$ cat config.mk
export PLATFORM = sky130hd
export DESIGN_NAME = icache
export DESIGN_NICKNAME = d
export VERILOG_FILES = /design/src/rtl/icache.sv
export SDC_FILE = /design/constraint.sdc
export NUM_CORES = 1
export LEC_CHECK = 0
export BUFFER_PORTS_ARGS = -buffer_cell sky130_fd_sc_hd__buf_2
export CAP_MARGIN = 10
export CORE_UTILIZATION = 50
export DETAILED_ROUTE_END_ITERATION = 6
export PLACE_DENSITY = 0.69
export SYNTH_ARGS = -nofsm -noshare
export SYNTH_HDL_FRONTEND = slang
export SYNTH_SLANG_ARGS = --single-unit
$ cat constraint.sdc
create_clock -name clk -period 10.3 [get_ports clk]
set_clock_uncertainty 0.15 [all_clocks]
set_input_delay 1.545 -clock clk [delete_from_list [all_inputs] [get_ports clk]]
set_output_delay 1.545 -clock clk [all_outputs]
set_load 0.02 [all_outputs]
$ cat src/rtl/icache.sv
// icache: direct-mapped, read-only instruction cache for the fetch stage.
// A hit returns the selected word combinationally in the same cycle. A miss
// stalls fetch, fetches one 128-bit line over a req/ready handshake, spends
// one fill cycle, then replays the lookup against whatever in_PC is then.
// Optional feature macro: ICACHE_PERF_CNT_EN adds saturating hit/miss counters.
module icache #(
    parameter int NUM_LINES = 4,
    parameter int LINE_BITS = 128
) (
    input  logic                 clk,
    input  logic                 reset,
    input  logic [31:0]          in_PC,
    input  logic                 in_req,
    input  logic                 in_invalidate,
    output logic [31:0]          out_instruction,
    output logic                 out_valid,
    output logic                 out_stall,
    output logic                 mem_req,
    output logic [31:0]          mem_addr,
    input  logic                 mem_ready,
    input  logic [LINE_BITS-1:0] mem_rdata
`ifdef ICACHE_PERF_CNT_EN
    ,
    output logic [31:0]          out_hit_count,
    output logic [31:0]          out_miss_count
`endif
);

    localparam int IW    = $clog2(NUM_LINES);
    localparam int TAG_W = 32 - 4 - IW;

    typedef enum logic [1:0] {
        IDLE = 2'd0,
        MISS = 2'd1,
        FILL = 2'd2
    } state_t;

    state_t state;
    state_t state_next;

    logic [NUM_LINES-1:0] valid;
    logic [TAG_W-1:0]     tag_mem  [NUM_LINES];
    logic [LINE_BITS-1:0] data_mem [NUM_LINES];

    logic [31:0]          miss_addr;

    logic [IW-1:0]        lookup_index;
    logic [TAG_W-1:0]     lookup_tag;
    logic [1:0]           lookup_word;
    logic                 lookup_hit;
    logic [LINE_BITS-1:0] lookup_line;

    logic [IW-1:0]        fill_index;
    logic [TAG_W-1:0]     fill_tag;
    logic                 fill_we;
    logic                 start_miss;

    // The byte offset within a word never matters for 32-bit fetch.
    logic unused_pc_bits;
    assign unused_pc_bits = ^in_PC[1:0];

    assign lookup_word  = in_PC[3:2];
    assign lookup_index = in_PC[4+IW-1:4];
    assign lookup_tag   = in_PC[31:4+IW];
    assign lookup_line  = data_mem[lookup_index];

    assign lookup_hit = in_req && valid[lookup_index] &&
                        (tag_mem[lookup_index] == lookup_tag) &&
                        (state == IDLE);

    assign fill_index = miss_addr[4+IW-1:4];
    assign fill_tag   = miss_addr[31:4+IW];
    assign fill_we    = (state == MISS) && mem_ready;

    // Word select from the indexed line; only meaningful when out_valid is high.
    always_comb begin
        out_instruction = lookup_line[31:0];
        case (lookup_word)
            2'd0:    out_instruction = lookup_line[31:0];
            2'd1:    out_instruction = lookup_line[63:32];
            2'd2:    out_instruction = lookup_line[95:64];
            default: out_instruction = lookup_line[127:96];
        endcase
    end

    // Controller state register.
    always_ff @(posedge clk) begin
        if (reset) begin
            state <= IDLE;
        end else begin
            state <= state_next;
        end
    end

    // Next-state and handshake/stall outputs; memory only sees the latched miss address.
    always_comb begin
        state_next = state;
        out_valid  = 1'b0;
        out_stall  = 1'b0;
        mem_req    = 1'b0;
        mem_addr   = '0;
        start_miss = 1'b0;
        case (state)
            IDLE: begin
                if (in_req) begin
                    if (lookup_hit) begin
                        out_valid = 1'b1;
                    end else begin
                        out_stall  = 1'b1;
                        start_miss = 1'b1;
                        state_next = MISS;
                    end
                end
            end
            MISS: begin
                out_stall = 1'b1;
                mem_req   = 1'b1;
                mem_addr  = miss_addr;
                if (mem_ready) begin
                    state_next = FILL;
                end
            end
            FILL: begin
                out_stall  = 1'b1;
                state_next = IDLE;
            end
            default: begin
                state_next = IDLE;
            end
        endcase
    end

    // Capture the line-aligned address of the missing PC so a redirect cannot disturb the fill.
    always_ff @(posedge clk) begin
        if (reset) begin
            miss_addr <= '0;
        end else if (start_miss) begin
            miss_addr <= {in_PC[31:4], 4'b0000};
        end
    end

    // Valid bits: invalidate clears all, but a same-edge fill still leaves its own line valid.
    always_ff @(posedge clk) begin
        if (reset) begin
            valid <= '0;
        end else begin
            if (in_invalidate) begin
                valid <= '0;
            end
            if (fill_we) begin
                valid[fill_index] <= 1'b1;
            end
        end
    end

    // Tag and data arrays are written only by a completed fill and need no reset.
    always_ff @(posedge clk) begin
        if (fill_we) begin
            tag_mem[fill_index]  <= fill_tag;
            data_mem[fill_index] <= mem_rdata;
        end
    end

`ifdef ICACHE_PERF_CNT_EN
    logic [31:0] hit_count;
    logic [31:0] miss_count;

    assign out_hit_count  = hit_count;
    assign out_miss_count = miss_count;

    // Saturating event counters; invalidate deliberately leaves them alone.
    always_ff @(posedge clk) begin
        if (reset) begin
            hit_count  <= '0;
            miss_count <= '0;
        end else begin
            if (lookup_hit && (hit_count != 32'hFFFF_FFFF)) begin
                hit_count <= hit_count + 32'd1;
            end
            if (start_miss && (miss_count != 32'hFFFF_FFFF)) begin
                miss_count <= miss_count + 32'd1;
            end
        end
    end
`endif

endmodule

==> flow_summary.rst, run 1 <==
.. list-table::
   :header-rows: 1

   * - Metric
     - Value
   * - Tightest Hold Check Type
     - reg2reg
   * - Via/cell ratio
     - 5.65
   * - Data required time of the critical path
     - 8610 ps
   * - Final wirelength
     - 49.1 mm
   * - Antenna violations before repair
     - 13
   * - Launch point of the worst reg-to-reg path
     - state[1]$_SDFFE_PP0P_
   * - Final ANT Viol Nets
     - 0
   * - Minimum clock period
     - 7190 ps
   * - Cell type with the highest aggregate area in the netlist
     - sky130_fd_sc_hd__edfxtp_1
   * - Starting Density
     - 50.8%
   * - Flop and latch count out of synthesis
     - 650
   * - HPWL after DPL
     - 27.8 mm
   * - Area of combinational cells with multiple inputs
     - 5530 um^2
   * - Full die area
     - 50900 um^2
   * - Number of endpoints with negative hold slack in the final report
     - 0
   * - Number of placement rows
     - 81
   * - Cell leakage power
     - 9.71 nW
   * - Global-route wire length before repair
     - 73.8 mm
   * - Non-filler cells, final
     - 2096
   * - Arrival time at the worst endpoint
     - 5490 ps
   * - Capture point of the worst path
     - out_stall
   * - CTS buffer count
     - 69
   * - Residual DRC count
     - 0
   * - Port Buffers
     - 225
   * - Clk buf depth
     - 3
   * - Initial DRT Pass Iterations
     - 4
   * - Outcome
     - complete, no violations
   * - Maximum number of pins on one net before global-route repair
     - 70
   * - Global-route usage over all layers
     - 19.8%
   * - RSZ-0062 raised after global routing
     - false
   * - CTS Hold Buffers Added
     - 0
   * - Initial DRC Count
     - 743
   * - Yosys Warn Count
     - 0
   * - Power density cells
     - 194 nW/um^2
   * - Slew @ Worst Pin
     - 1060 ps
   * - Distinct cell type count after synthesis
     - 43
   * - Synthesized instance count
     - 1114
   * - Critical Path Start
     - in_PC[5]
   * - Share of the cycle needed by the critical path after routing
     - 69.8%
   * - Portion of the post-synthesis area used by sequential elements
     - 76.8%
   * - I/O pins
     - 232
   * - Number of slew-limit violations in the final report
     - 0
   * - FF-to-FF path depth
     - 7
   * - Top cells by count, synth
     - sky130_fd_sc_hd__edfxtp_1 (616), sky130_fd_sc_hd__mux4_2 (176), sky130_fd_sc_hd__nand2_1 (59)
   * - Net total in the final layout
     - 1542
   * - Start-to-end type of the worst setup path
     - in2out
   * - Cell with the most instances after synthesis
     - sky130_fd_sc_hd__edfxtp_1
   * - Placed cell count
     - 1967
   * - Overflow after GRT
     - 0
   * - Most instantiated flip-flop cell in the synthesis netlist
     - sky130_fd_sc_hd__edfxtp_1
   * - Number of buffers added for setup after CTS
     - 0
   * - Accumulated negative setup slack
     - 0 ps
   * - RR Endpoint
     - data_mem[3][34]$_DFFE_PP_
   * - H-tree level count
     - 3
   * - Headroom to the max-slew limit
     - 29.6%
   * - Clock slew at the register clock pins of the worst setup and hold paths
     - 60 ps
   * - Max-Cap Viols
     - 0
   * - Critical path endpoint category
     - output port
   * - Routed len/inst
     - 23.4 um
   * - Worst hold slack
     - 329 ps
   * - Layout Area Growth over Synthesis
     - 16.0%
   * - Clock Root Buffer
     - sky130_fd_sc_hd__clkbuf_16
   * - Flip-flop and latch area
     - 19200 um^2
   * - Clock network latency to the later pin of the worst-skew pair
     - 590 ps
   * - Post-synth design cell area
     - 25000 um^2
   * - Gpl congestion
     - 0.787
   * - Number of filler cells placed in the layout
     - 3560
   * - Slack of the worst reg-to-reg path
     - 6440 ps
   * - Share of final-layout standard cells stronger than drive strength 1
     - 36.4%
   * - Chip Height
     - 226 um
   * - Timing-limited maximum frequency
     - 139 MHz
   * - Post-Synthesis Mean Instance Area
     - 22.4 um^2
   * - Die width
     - 226 um
   * - Proportion of netlist area held by the largest area contributor
     - 74.0%
   * - Post-synth EDFFs
     - 616
   * - Leading cell types by total area after synthesis
     - sky130_fd_sc_hd__edfxtp_1 (74%), sky130_fd_sc_hd__mux4_2 (16%), sky130_fd_sc_hd__dfxtp_1 (2.7%)
   * - Crit Path Max Fanout
     - 64
   * - DR vias
     - 11900
   * - Startpoint class of the critical path
     - input pin
   * - Share of async-settable or async-resettable flops after synthesis
     - 0%
   * - Count of final setup violators
     - 0
   * - Maximum ir drop on the vdd rail
     - 0.000128 V
   * - Clock sinks
     - 650
   * - CTS tree
     - done
   * - Core outline area
     - 49200 um^2
   * - Gates resized, CTS repair
     - 0
   * - Number of global-route vias before repair
     - 12600
   * - Startpoint of the tightest hold check path
     - miss_addr[5]$_SDFFE_PP0P_
## worst min path at each step
stage / end / slack, ps / depth (start not counted)
after floorplan: miss_addr[5]$_SDFFE_PP0P_ / 290 / 2
after global placement: miss_addr[5]$_SDFFE_PP0P_ / 300 / 2
after detailed placement: miss_addr[5]$_SDFFE_PP0P_ / 320 / 2
after CTS: miss_addr[5]$_SDFFE_PP0P_ / 330 / 2
after global routing: miss_addr[5]$_SDFFE_PP0P_ / 370 / 2
final: miss_addr[5]$_SDFFE_PP0P_ / 330 / 2
## final cells by class
cell class                 instances  share of cell area (%)
antenna                            5                  0.0432
clock buffer                     103                    6.80
clock inverter                    21                   0.453
inverter                          11                   0.142
multi-input combinational        397                    19.1
sequential                       650                    66.2
tap                              664                    2.87
timing repair buffer             245                    4.46
## critical path, stage by stage
cell,delay (ps)
sky130_fd_sc_hd__buf_6,540
sky130_fd_sc_hd__buf_4,690
sky130_fd_sc_hd__mux2i_1,300
sky130_fd_sc_hd__xnor2_1,90
sky130_fd_sc_hd__a2111oi_0,600
sky130_fd_sc_hd__o22ai_1,340
sky130_fd_sc_hd__o311a_2,820
sky130_fd_sc_hd__o21ba_1,310
sky130_fd_sc_hd__buf_2,150
## sequential cells by signal, summed over array words and instances, names as in the netlist
| name | count |
|---|---|
| data_mem | 512 |
| miss_addr | 28 |
| state | 2 |
| tag_mem | 104 |
| valid | 4 |
## cells by family (layout without fill, tap and decap cells)
| logic type | count (synthesis) | count (layout) | synth area share [%] |
|---|---|---|---|
| flops | 650 | 650 | 76.8 |
| mux | 224 | 224 | 17.8 |
| simple gates | 108 | 108 | 2.08 |
| buf+inv | 70 | 380 | 1.30 |
| compound gates | 34 | 34 | 1.06 |
| xor+xnor | 24 | 24 | 0.841 |
| fa+ha+maj | 3 | 3 | 0.150 |
| other cells | 1 | 9 | 0.0150 |
## where the power goes
part / total (mW) / switching, mW / internal (mW)
logic: 0.343 / 0.193 / 0.150
registers: 2.98 / 0.0218 / 2.95
clock network: 2.29 / 0.966 / 1.33
total: 5.61 / 1.18 / 4.43
## routing by layer
layer  share of wire (%)  vias up  wire length (um)  GRT usage, %
li1                    -     5170                 -             -
met1                  43     6255             21000          26.5
met2                  49      313             24000          32.3
met3                 5.6      100              2770          4.76
met4                 2.5       12              1220          6.36
met5                0.14        -                69             0
## layout by cell type, fill, tap and decap left out, types with 10 or more instances in the layout
master and instances:
sky130_fd_sc_hd__edfxtp_1 616, sky130_fd_sc_hd__buf_2 223, sky130_fd_sc_hd__mux4_2 176, sky130_fd_sc_hd__clkbuf_16 73, sky130_fd_sc_hd__nand2_1 59, sky130_fd_sc_hd__mux2i_1 46
sky130_fd_sc_hd__dfxtp_1 34, sky130_fd_sc_hd__and2_1 27, sky130_fd_sc_hd__clkbuf_1 27, sky130_fd_sc_hd__xnor2_1 21, sky130_fd_sc_hd__buf_4 20, sky130_fd_sc_hd__inv_1 10
## stage by stage
stage / setup slack (ps) / cell area (um^2) / utilization, % / total power, mW
floorplan: 1430 / 25000 / - / 3.26
global placement: 3160 / 26900 / 54.7 / 3.37
detailed placement: 3140 / 26900 / 54.7 / 3.38
CTS: 3130 / 29000 / 58.9 / 5.68
global route: 2950 / 29000 / 59.0 / 5.80
finish: 3110 / 29000 / 59.0 / 5.61
No activity file was read; power rests on OpenSTA's default activity.
==> run 2: changes to the inputs <==
--- a/config.mk
+++ b/config.mk
@@ -5,11 +5,12 @@
 export SDC_FILE = /design/constraint.sdc
 export NUM_CORES = 1
 export LEC_CHECK = 0
+export ABC_AREA = 1
 export BUFFER_PORTS_ARGS = -buffer_cell sky130_fd_sc_hd__buf_2
 export CAP_MARGIN = 10
 export CORE_UTILIZATION = 50
 export DETAILED_ROUTE_END_ITERATION = 6
-export PLACE_DENSITY = 0.69
+export PLACE_DENSITY = 0.71
 export SYNTH_ARGS = -nofsm -noshare
 export SYNTH_HDL_FRONTEND = slang
 export SYNTH_SLANG_ARGS = --single-unit
==> constraint.sdc (replaced) <==
create_clock -name clk -period 5.95 [get_ports clk]
set_clock_uncertainty 0.15 [all_clocks]
set_input_delay 0.8925 -clock clk [delete_from_list [all_inputs] [get_ports clk]]
set_output_delay 0.8925 -clock clk [all_outputs]
set_load 0.02 [all_outputs]
==> run 2 against run 1 <==
  * Hold slack better by 15 ps
  * Sequential cell count did not move
  * Design area is 3.4% higher
  * Critical path type unchanged
  * Critical endpoint is now out_instruction[14]
  * Largest cell class unchanged
==> flow_summary.rst, run 2 <==
.. list-table::
   :header-rows: 1

   * - Metric
     - Value
   * - Outcome
     - complete, no violations
   * - Number of global-route vias before repair
     - 17000 (+35%)
   * - Residual DRC count
     - 0 (unchanged)
   * - Start-to-end type of the worst setup path
     - in2out
   * - Relative contribution of the clock network to total power
     - 40.7% (-0.2 points)
   * - Switch share
     - 22.9% (+1.9 points)
   * - Clock slew at the register clock pins of the worst setup and hold paths
     - 60 ps (about the same)
   * - Cell area after placement
     - 27800 um^2 (+3.5%)
   * - Clock Root Buffer
     - sky130_fd_sc_hd__clkbuf_16
   * - CTS buffer count
     - 66 (-4.3%)
   * - Top cells by count, synth
     - sky130_fd_sc_hd__edfxtp_1 (616), sky130_fd_sc_hd__nand2_1 (485), sky130_fd_sc_hd__nor2_1 (289)
   * - Post-synth design cell area
     - 26000 um^2 (+4.2%)
   * - Share of async-settable or async-resettable flops after synthesis
     - 0% (unchanged)
   * - Cell leakage power
     - 11.1 nW (+15%)
   * - Cell with the most instances after synthesis
     - sky130_fd_sc_hd__edfxtp_1
   * - Port Buffers
     - 225 (unchanged)
   * - Overflow after GRT
     - 0 (unchanged)
   * - Post-Synthesis Mean Instance Area
     - 11.8 um^2 (-47%)
   * - Antenna violations before repair
     - 31 (+18)
   * - Sequential group share of total power
     - 51.9% (-1.1 points)
   * - CTS Hold Buffers Added
     - 0 (unchanged)
   * - Via/cell ratio
     - 5.53 (-2.2%)
   * - Clk buf depth
     - 3 (unchanged)
   * - Maximum ir drop on the vdd rail
     - 0.000273 V (+110%)
   * - Top register by number of flip-flops
     - data_mem
   * - Yosys Warn Count
     - 0 (unchanged)
   * - Initial DRT Pass Iterations
     - 5 (+1)
   * - Distinct cell type count after synthesis
     - 24 (-44%)
   * - Setup WS pre-CTS
     - 1560 ps (-1580 ps)
   * - FF-to-FF path depth
     - 15 (+8)
   * - Crit Path Max Fanout
     - 171 (+170%)
   * - Startpoint class of the critical path
     - input pin
   * - Maximum number of pins on one net before global-route repair
     - 209 (+200%)
   * - Hold path depth
     - 2 (unchanged)
   * - Gpl congestion
     - 0.856 (+8.8%)
   * - Switch Pwr
     - 2.29 mW (+94%)
   * - Biggest registers after layout
     - data_mem: 512 flops, tag_mem: 104 flops, miss_addr: 28 flops
   * - I/O pins
     - 232 (unchanged)
   * - Layout Area Growth over Synthesis
     - 15.2%
   * - Data required time of the critical path
     - 4910 ps (-3700 ps)
   * - RSZ-0062 raised after global routing
     - false
   * - Global-route wire length before repair
     - 97.3 mm (+32%)
   * - Number of buffers added for setup after CTS
     - 0 (unchanged)
   * - Cell type with the highest aggregate area in the netlist
     - sky130_fd_sc_hd__edfxtp_1
   * - Max-Cap Viols
     - 0 (unchanged)
   * - Clock network latency to the later pin of the worst-skew pair
     - 600 ps (about the same)
   * - Proportion of netlist area held by the largest area contributor
     - 71.1% (-3.0 points)
   * - Final ANT Viol Nets
     - 0 (unchanged)
   * - Number of slew-limit violations in the final report
     - 0 (unchanged)
   * - Minimum clock period
     - 4470 ps
   * - Portion of the post-synthesis area used by sequential elements
     - 73.7% (-3.1 points)
   * - Core outline area
     - 51400 um^2 (+4.6%)
   * - Timing-limited maximum frequency
     - 224 MHz
   * - Share of final-layout standard cells stronger than drive strength 1
     - 14.7% (-22 points)
   * - Gates resized, CTS repair
     - 0 (unchanged)
   * - DR vias
     - 17400 (+47%)
   * - Largest register FFs
     - 512 (unchanged)
   * - Clock sinks
     - 650 (unchanged)
   * - Leading cell types by total area after synthesis
     - sky130_fd_sc_hd__edfxtp_1 (71%), sky130_fd_sc_hd__nand2_1 (7.0%), sky130_fd_sc_hd__o21ai_0 (4.3%)
   * - Internal power component
     - 7.70 mW (+74%)
   * - Share of the cycle needed by the critical path after routing
     - 75.0%
   * - Critical path endpoint category
     - output port
   * - Tightest Hold Check Type
     - reg2reg
   * - Top library cells by usage in the layout, fill and taps aside
     - sky130_fd_sc_hd__edfxtp_1 (616), sky130_fd_sc_hd__nand2_1 (485), sky130_fd_sc_hd__nor2_1 (287), sky130_fd_sc_hd__buf_2 (223), sky130_fd_sc_hd__o21ai_0 (222)
   * - H-tree level count
     - 3 (unchanged)
   * - Accumulated negative setup slack
     - 0 ps (unchanged)
   * - Full die area
     - 53000 um^2 (+4.1%)
   * - CTS tree
     - done
   * - Post-synth EDFFs
     - 616 (unchanged)
   * - Global-route usage over all layers
     - 24.2% (+4.4 points)
   * - Flop and latch count out of synthesis
     - 650 (unchanged)
   * - Routed len/inst
     - 20.4 um (-13%)
   * - Final wirelength
     - 64.3 mm (+31%)
   * - Portion of total power attributed to combinational logic
     - 7.4% (+1.3 points)
   * - Die width
     - 230 um (+2.0%)
   * - Arrival time at the worst endpoint
     - 3420 ps (-2070 ps)
   * - Count of final setup violators
     - 0 (unchanged)
   * - Core occupancy in the finished layout
     - 58.3% (-0.64 points)
   * - Number of endpoints with negative hold slack in the final report
     - 0 (unchanged)
   * - Non-Filler Cell Area, Final
     - 30000 um^2 (+3.4%)
   * - Slew @ Worst Pin
     - 1220 ps (+168 ps)
   * - Chip Height
     - 230 um (+2.0%)
   * - Headroom to the max-slew limit
     - 18.2% (-11 points)
   * - Initial DRC Count
     - 1411 (+90%)
   * - HPWL after DPL
     - 37.0 mm (+33%)
   * - Worst-case setup margin in the final layout
     - 1480 ps (-1630 ps)
   * - Most instantiated flip-flop cell in the synthesis netlist
     - sky130_fd_sc_hd__edfxtp_1
   * - Number of placement rows
     - 83 (+2.5%)
   * - Power density cells
     - 333 nW/um^2 (+72%)
   * - Net total in the final layout
     - 2565 (+66%)
   * - Synthesized instance count
     - 2207 (+98%)
   * - Commonest non-fill, non-tap cell in the layout
     - sky130_fd_sc_hd__edfxtp_1
   * - Starting Density
     - 50.6% (-0.20 points)
[run 2: cell types whose count changed after synthesis, moves of 27 or more]
| cell | previous run | this run |
|---|---|---|
| sky130_fd_sc_hd__nand3_1 | 0 | 155 |
| sky130_fd_sc_hd__clkbuf_1 | 24 | 93 |
| sky130_fd_sc_hd__inv_1 | 10 | 102 |
| sky130_fd_sc_hd__nand2_1 | 59 | 485 |
| sky130_fd_sc_hd__mux2i_1 | 46 | 0 |
| sky130_fd_sc_hd__o21ai_0 | 2 | 222 |
| sky130_fd_sc_hd__mux4_2 | 176 | 0 |
| sky130_fd_sc_hd__nand4_1 | 4 | 33 |
| sky130_fd_sc_hd__nor2_1 | 4 | 289 |
| sky130_fd_sc_hd__and2_1 | 27 | 0 |
| sky130_fd_sc_hd__o22ai_1 | 3 | 99 |
[run 2: layer usage]
metal  up-vias  routed length, um  GRT usage (%)
li1       8171                  -              -
met2       616              32400           41.3
met5         -                101              0
met4        14               2180           8.71
met1      8444              24600           29.7
met3       143               4990           6.21
[run 2: path summary, 6_finish.rpt]
kind                               from                         end  slack, ps
setup reg to reg  state[0]$_SDFFE_PP0P_  miss_addr[29]$_SDFFE_PP0P_       3410
hold reg to reg     valid[0]$_SDFF_PP0_         valid[0]$_SDFF_PP0_        340
setup / recovery               in_PC[4]         out_instruction[14]       1480
hold / removal      valid[0]$_SDFF_PP0_         valid[0]$_SDFF_PP0_        340
[run 2: metrics by stage]
stage          cells  power [mW]  hold WS (ps)
2_1_floorplan   2210        5.73           307
3_3_place_gp    3009        5.99           319
3_5_place_dp    3009        6.02           331
4_1_cts         3131        10.0           319
5_1_grt         3138        10.3           325
6_report        3145        9.99           344
[run 2: cell families (layout without fill, tap and decap cells)]
logic type	count (synthesis)	count (layout)	share of synthesized area, %
AO/OA/AOI/OAI	350	350	7.22
adder cells (fa/ha/maj)	3	3	0.144
buffers and inverters	234	475	3.84
flip-flops	650	650	73.7
other	1	18	0.0144
AND/OR/NAND/NOR	969	969	15.1
[run 2: power by group through the flow]
stage / Sequential [mW] / Clock [mW] / Combinational, mW
floorplan: 5.28 / 0 / 0.454
detailed placement: 5.28 / 0 / 0.740
finish: 5.18 / 4.07 / 0.742
global placement: 5.27 / 0 / 0.717
global route: 5.19 / 4.27 / 0.819
CTS: 5.18 / 4.10 / 0.745
[run 2: cell type report]
class                   count  area (um^2)
diodes                     14         35.0
clock buffers              81         1770
clock inverters            41          377
fillers                  4091        21400
inverters                 104          400
multi-input cells        1326         5930
flip-flops and latches    650        19200
well taps                 680          851
repair buffers            249         1440
[run 2: worst max-delay path, cell delays in order]
cell and delay, ps:
sky130_fd_sc_hd__buf_8 180, sky130_fd_sc_hd__inv_8 720, sky130_fd_sc_hd__buf_12 430, sky130_fd_sc_hd__o21ai_0 180, sky130_fd_sc_hd__o22ai_1 140, sky130_fd_sc_hd__nand2_1 160, sky130_fd_sc_hd__nand4_1 260, sky130_fd_sc_hd__buf_2 190
==> run 3: changes to the inputs <==
--- a/config.mk
+++ b/config.mk
@@ -10,7 +10,7 @@
 export CAP_MARGIN = 10
 export CORE_UTILIZATION = 50
 export DETAILED_ROUTE_END_ITERATION = 6
-export PLACE_DENSITY = 0.71
+export PLACE_DENSITY = 0.69
 export SYNTH_ARGS = -nofsm -noshare
 export SYNTH_HDL_FRONTEND = slang
 export SYNTH_SLANG_ARGS = --single-unit
==> constraint.sdc (replaced) <==
create_clock -name clk -period 4.3 [get_ports clk]
set_clock_uncertainty 0.15 [all_clocks]
set_input_delay 0.645 -clock clk [delete_from_list [all_inputs] [get_ports clk]]
set_output_delay 0.645 -clock clk [all_outputs]
set_load 0.02 [all_outputs]
==> run 3 against run 2 <==
  * Global-route usage grew 0.050 points
  * Sequential cell count unchanged
  * Register-to-register slack got worse by 1900 ps
  * Largest power group unchanged
  * Highest routed layer unchanged
==> flow_summary.rst, run 3 (synthesized netlist as in run 2, its figures left out) <==
.. list-table::
   :header-rows: 1

   * - Metric
     - Value
   * - Sequential group share of total power
     - 51.3% (-0.6 points)
   * - Start-to-end type of the worst setup path
     - in2out
   * - RSZ-0062 raised after global routing
     - false
   * - Tightest Hold Check Type
     - in2reg
   * - Overflow after GRT
     - 0 (unchanged)
   * - Grt met3 use
     - 5.73% (-0.48 points)
   * - Biggest registers after layout
     - data_mem: 512 flops, tag_mem: 104 flops, miss_addr: 28 flops
   * - Clk buf depth
     - 3 (unchanged)
   * - DR vias
     - 17500 (+0.48%)
   * - Cell leakage power
     - 11.2 nW (+0.92%)
   * - Power density cells
     - 462 nW/um^2 (+39%)
   * - Met1 track demand over resource
     - 30.4% (+0.66 points)
   * - Global-route layer with the greatest usage
     - met2
   * - Clock Root Buffer
     - sky130_fd_sc_hd__clkbuf_16
   * - Minimum clock period
     - 3650 ps
   * - CTS buffer count
     - 68 (+3.0%)
   * - Arrival time at the worst endpoint
     - 2850 ps (-570 ps)
   * - Core outline area
     - 51400 um^2 (unchanged)
   * - Startpoint class of the critical path
     - input pin
   * - Number of buffers added for setup after CTS
     - 0 (unchanged)
   * - Number of endpoints with negative hold slack in the final report
     - 0 (unchanged)
   * - HPWL after DPL
     - 38.1 mm (+3.0%)
   * - Clock sinks
     - 650 (unchanged)
   * - Via/cell ratio
     - 5.53 (about the same)
   * - Timing-limited maximum frequency
     - 274 MHz
   * - Port Buffers
     - 225 (unchanged)
   * - Commonest non-fill, non-tap cell in the layout
     - sky130_fd_sc_hd__edfxtp_1
   * - Slew @ Worst Pin
     - 1180 ps (-39.5 ps)
   * - CTS Hold Buffers Added
     - 0 (unchanged)
   * - Number of placement rows
     - 83 (unchanged)
   * - Starting Density
     - 50.6% (unchanged)
   * - Non-Filler Cell Area, Final
     - 30200 um^2 (+0.85%)
   * - CTS tree
     - done
   * - Residual DRC count
     - 0 (unchanged)
   * - Switch Pwr
     - 3.17 mW (+38%)
   * - Slack of the worst reg-to-reg path
     - 1470 ps (-1940 ps)
   * - Maximum number of pins on one net before global-route repair
     - 165 (-21%)
   * - Chip Height
     - 230 um (unchanged)
   * - I/O pins
     - 232 (unchanged)
   * - Full die area
     - 53000 um^2 (unchanged)
   * - Critical path endpoint category
     - output port
   * - Final ANT Viol Nets
     - 0 (unchanged)
   * - Antenna violations before repair
     - 32 (+3.2%)
   * - Layout Area Growth over Synthesis
     - 16.2%
   * - Cell area after placement
     - 28000 um^2 (+0.75%)
   * - Share of the cycle needed by the critical path after routing
     - 84.8%
   * - Number of global-route vias before repair
     - 16800 (-1.1%)
   * - Count of final setup violators
     - 0 (unchanged)
   * - Relative contribution of the clock network to total power
     - 41.2% (+0.5 points)
   * - Largest register FFs
     - 512 (unchanged)
   * - Top library cells by usage in the layout, fill and taps aside
     - sky130_fd_sc_hd__edfxtp_1 (616), sky130_fd_sc_hd__nand2_1 (484), sky130_fd_sc_hd__nor2_1 (287), sky130_fd_sc_hd__buf_2 (223), sky130_fd_sc_hd__o21ai_0 (222)
   * - Routed len/inst
     - 20.4 um (about the same)
   * - Accumulated negative setup slack
     - 0 ps (unchanged)
   * - Global-route wire length before repair
     - 97.4 mm (+0.14%)
   * - Data required time of the critical path
     - 3500 ps (-1410 ps)
   * - Outcome
     - complete, no violations
   * - Number of slew-limit violations in the final report
     - 0 (unchanged)
   * - Net total in the final layout
     - 2581 (+0.62%)
   * - Worst hold slack
     - 106 ps (-239 ps)
   * - Portion of total power attributed to combinational logic
     - 7.5% (about the same)
   * - Switch share
     - 22.7% (-0.27 points)
   * - Die width
     - 230 um (unchanged)
   * - H-tree level count
     - 3 (unchanged)
   * - Internal power component
     - 10.8 mW (+40%)
   * - Crit Path Max Fanout
     - 106 (-38%)
   * - Global-route usage over all layers
     - 24.3% (+0.050 points)
   * - Top register by number of flip-flops
     - data_mem
   * - Gpl congestion
     - 0.869 (+1.6%)
   * - Max-Cap Viols
     - 0 (unchanged)
   * - Maximum ir drop on the vdd rail
     - 0.000372 V (+36%)
   * - Clock slew at the register clock pins of the worst setup and hold paths
     - 60 ps (about the same)
   * - Headroom to the max-slew limit
     - 20.9% (+2.7 points)
   * - Initial DRT Pass Iterations
     - 6 (+1)
   * - Final wirelength
     - 64.5 mm (+0.31%)
   * - Met2 Use GR
     - 41.0% (-0.39 points)
   * - Clock network latency to the later pin of the worst-skew pair
     - 600 ps (about the same)
   * - Gates resized, CTS repair
     - 0 (unchanged)
   * - Initial DRC Count
     - 1591 (+13%)
   * - Share of final-layout standard cells stronger than drive strength 1
     - 15.1% (+0.38 points)
run 3: power groups by stage:
stage                     registers, mW  clock network [mW]  logic [mW]
final                              7.17                5.76        1.05
after global routing               7.18                6.08        1.15
after CTS                          7.17                5.85        1.05
after detailed placement           7.30                   0        1.04
after global placement             7.29                   0        1.01
after floorplan                    7.30                   0       0.636
run 3: final timing paths:
kind                                             from                         to  cells after the start
worst max register to register  state[0]$_SDFFE_PP0P_   tag_mem[2][11]$_DFFE_PP_                      4
worst min-delay path                    mem_rdata[18]  data_mem[2][18]$_DFFE_PP_                      1
worst min register to register    valid[2]$_SDFF_PP0_        valid[2]$_SDFF_PP0_                      2
worst max-delay path                         in_PC[4]                  out_stall                     16
run 3: worst max-delay path, stage by stage:
cell	delay, ps
sky130_fd_sc_hd__buf_8	200
sky130_fd_sc_hd__inv_8	530
sky130_fd_sc_hd__nand2_1	120
sky130_fd_sc_hd__nand3_1	130
sky130_fd_sc_hd__nand2_1	60
sky130_fd_sc_hd__nand2_1	120
sky130_fd_sc_hd__nand2_1	70
sky130_fd_sc_hd__nor2_1	100
sky130_fd_sc_hd__nand2_1	60
sky130_fd_sc_hd__nor2_1	110
sky130_fd_sc_hd__nand2_1	130
sky130_fd_sc_hd__nor2_4	150
sky130_fd_sc_hd__nor2_4	40
sky130_fd_sc_hd__nor2_1	100
sky130_fd_sc_hd__nor2_1	50
sky130_fd_sc_hd__buf_2	150
run 3: cell type report:
cell class | count | area (um^2)
clock inverters | 32 | 342
clock buffers | 87 | 1850
fillers | 4063 | 21200
inverters | 104 | 400
well taps | 680 | 851
diodes | 16 | 40.0
multi-input cells | 1326 | 5960
flip-flops and latches | 650 | 19200
repair buffers | 263 | 1620
run 3: metrics by stage:
| stage | std cells | util (%) | setup WS (ps) | total power [mW] |
|---|---|---|---|---|
| floorplan | 2210 | - | -707 | 7.93 |
| global route | 3152 | 58.8 | 436 | 14.4 |
| global placement | 3023 | 54.5 | 677 | 8.31 |
| CTS | 3142 | 58.7 | 640 | 14.1 |
| finish | 3158 | 58.8 | 652 | 14.0 |
| detailed placement | 3023 | 54.5 | 666 | 8.35 |
run 3: per-layer routing:
layer / up-vias / wire [um] / part of all wire, %
met1: 8498 / 25000 / 39
li1: 8221 / - / -
met4: 20 / 1430 / 2.2
met3: 112 / 4900 / 7.6
met5: - / 131 / 0.20
met2: 620 / 33000 / 51
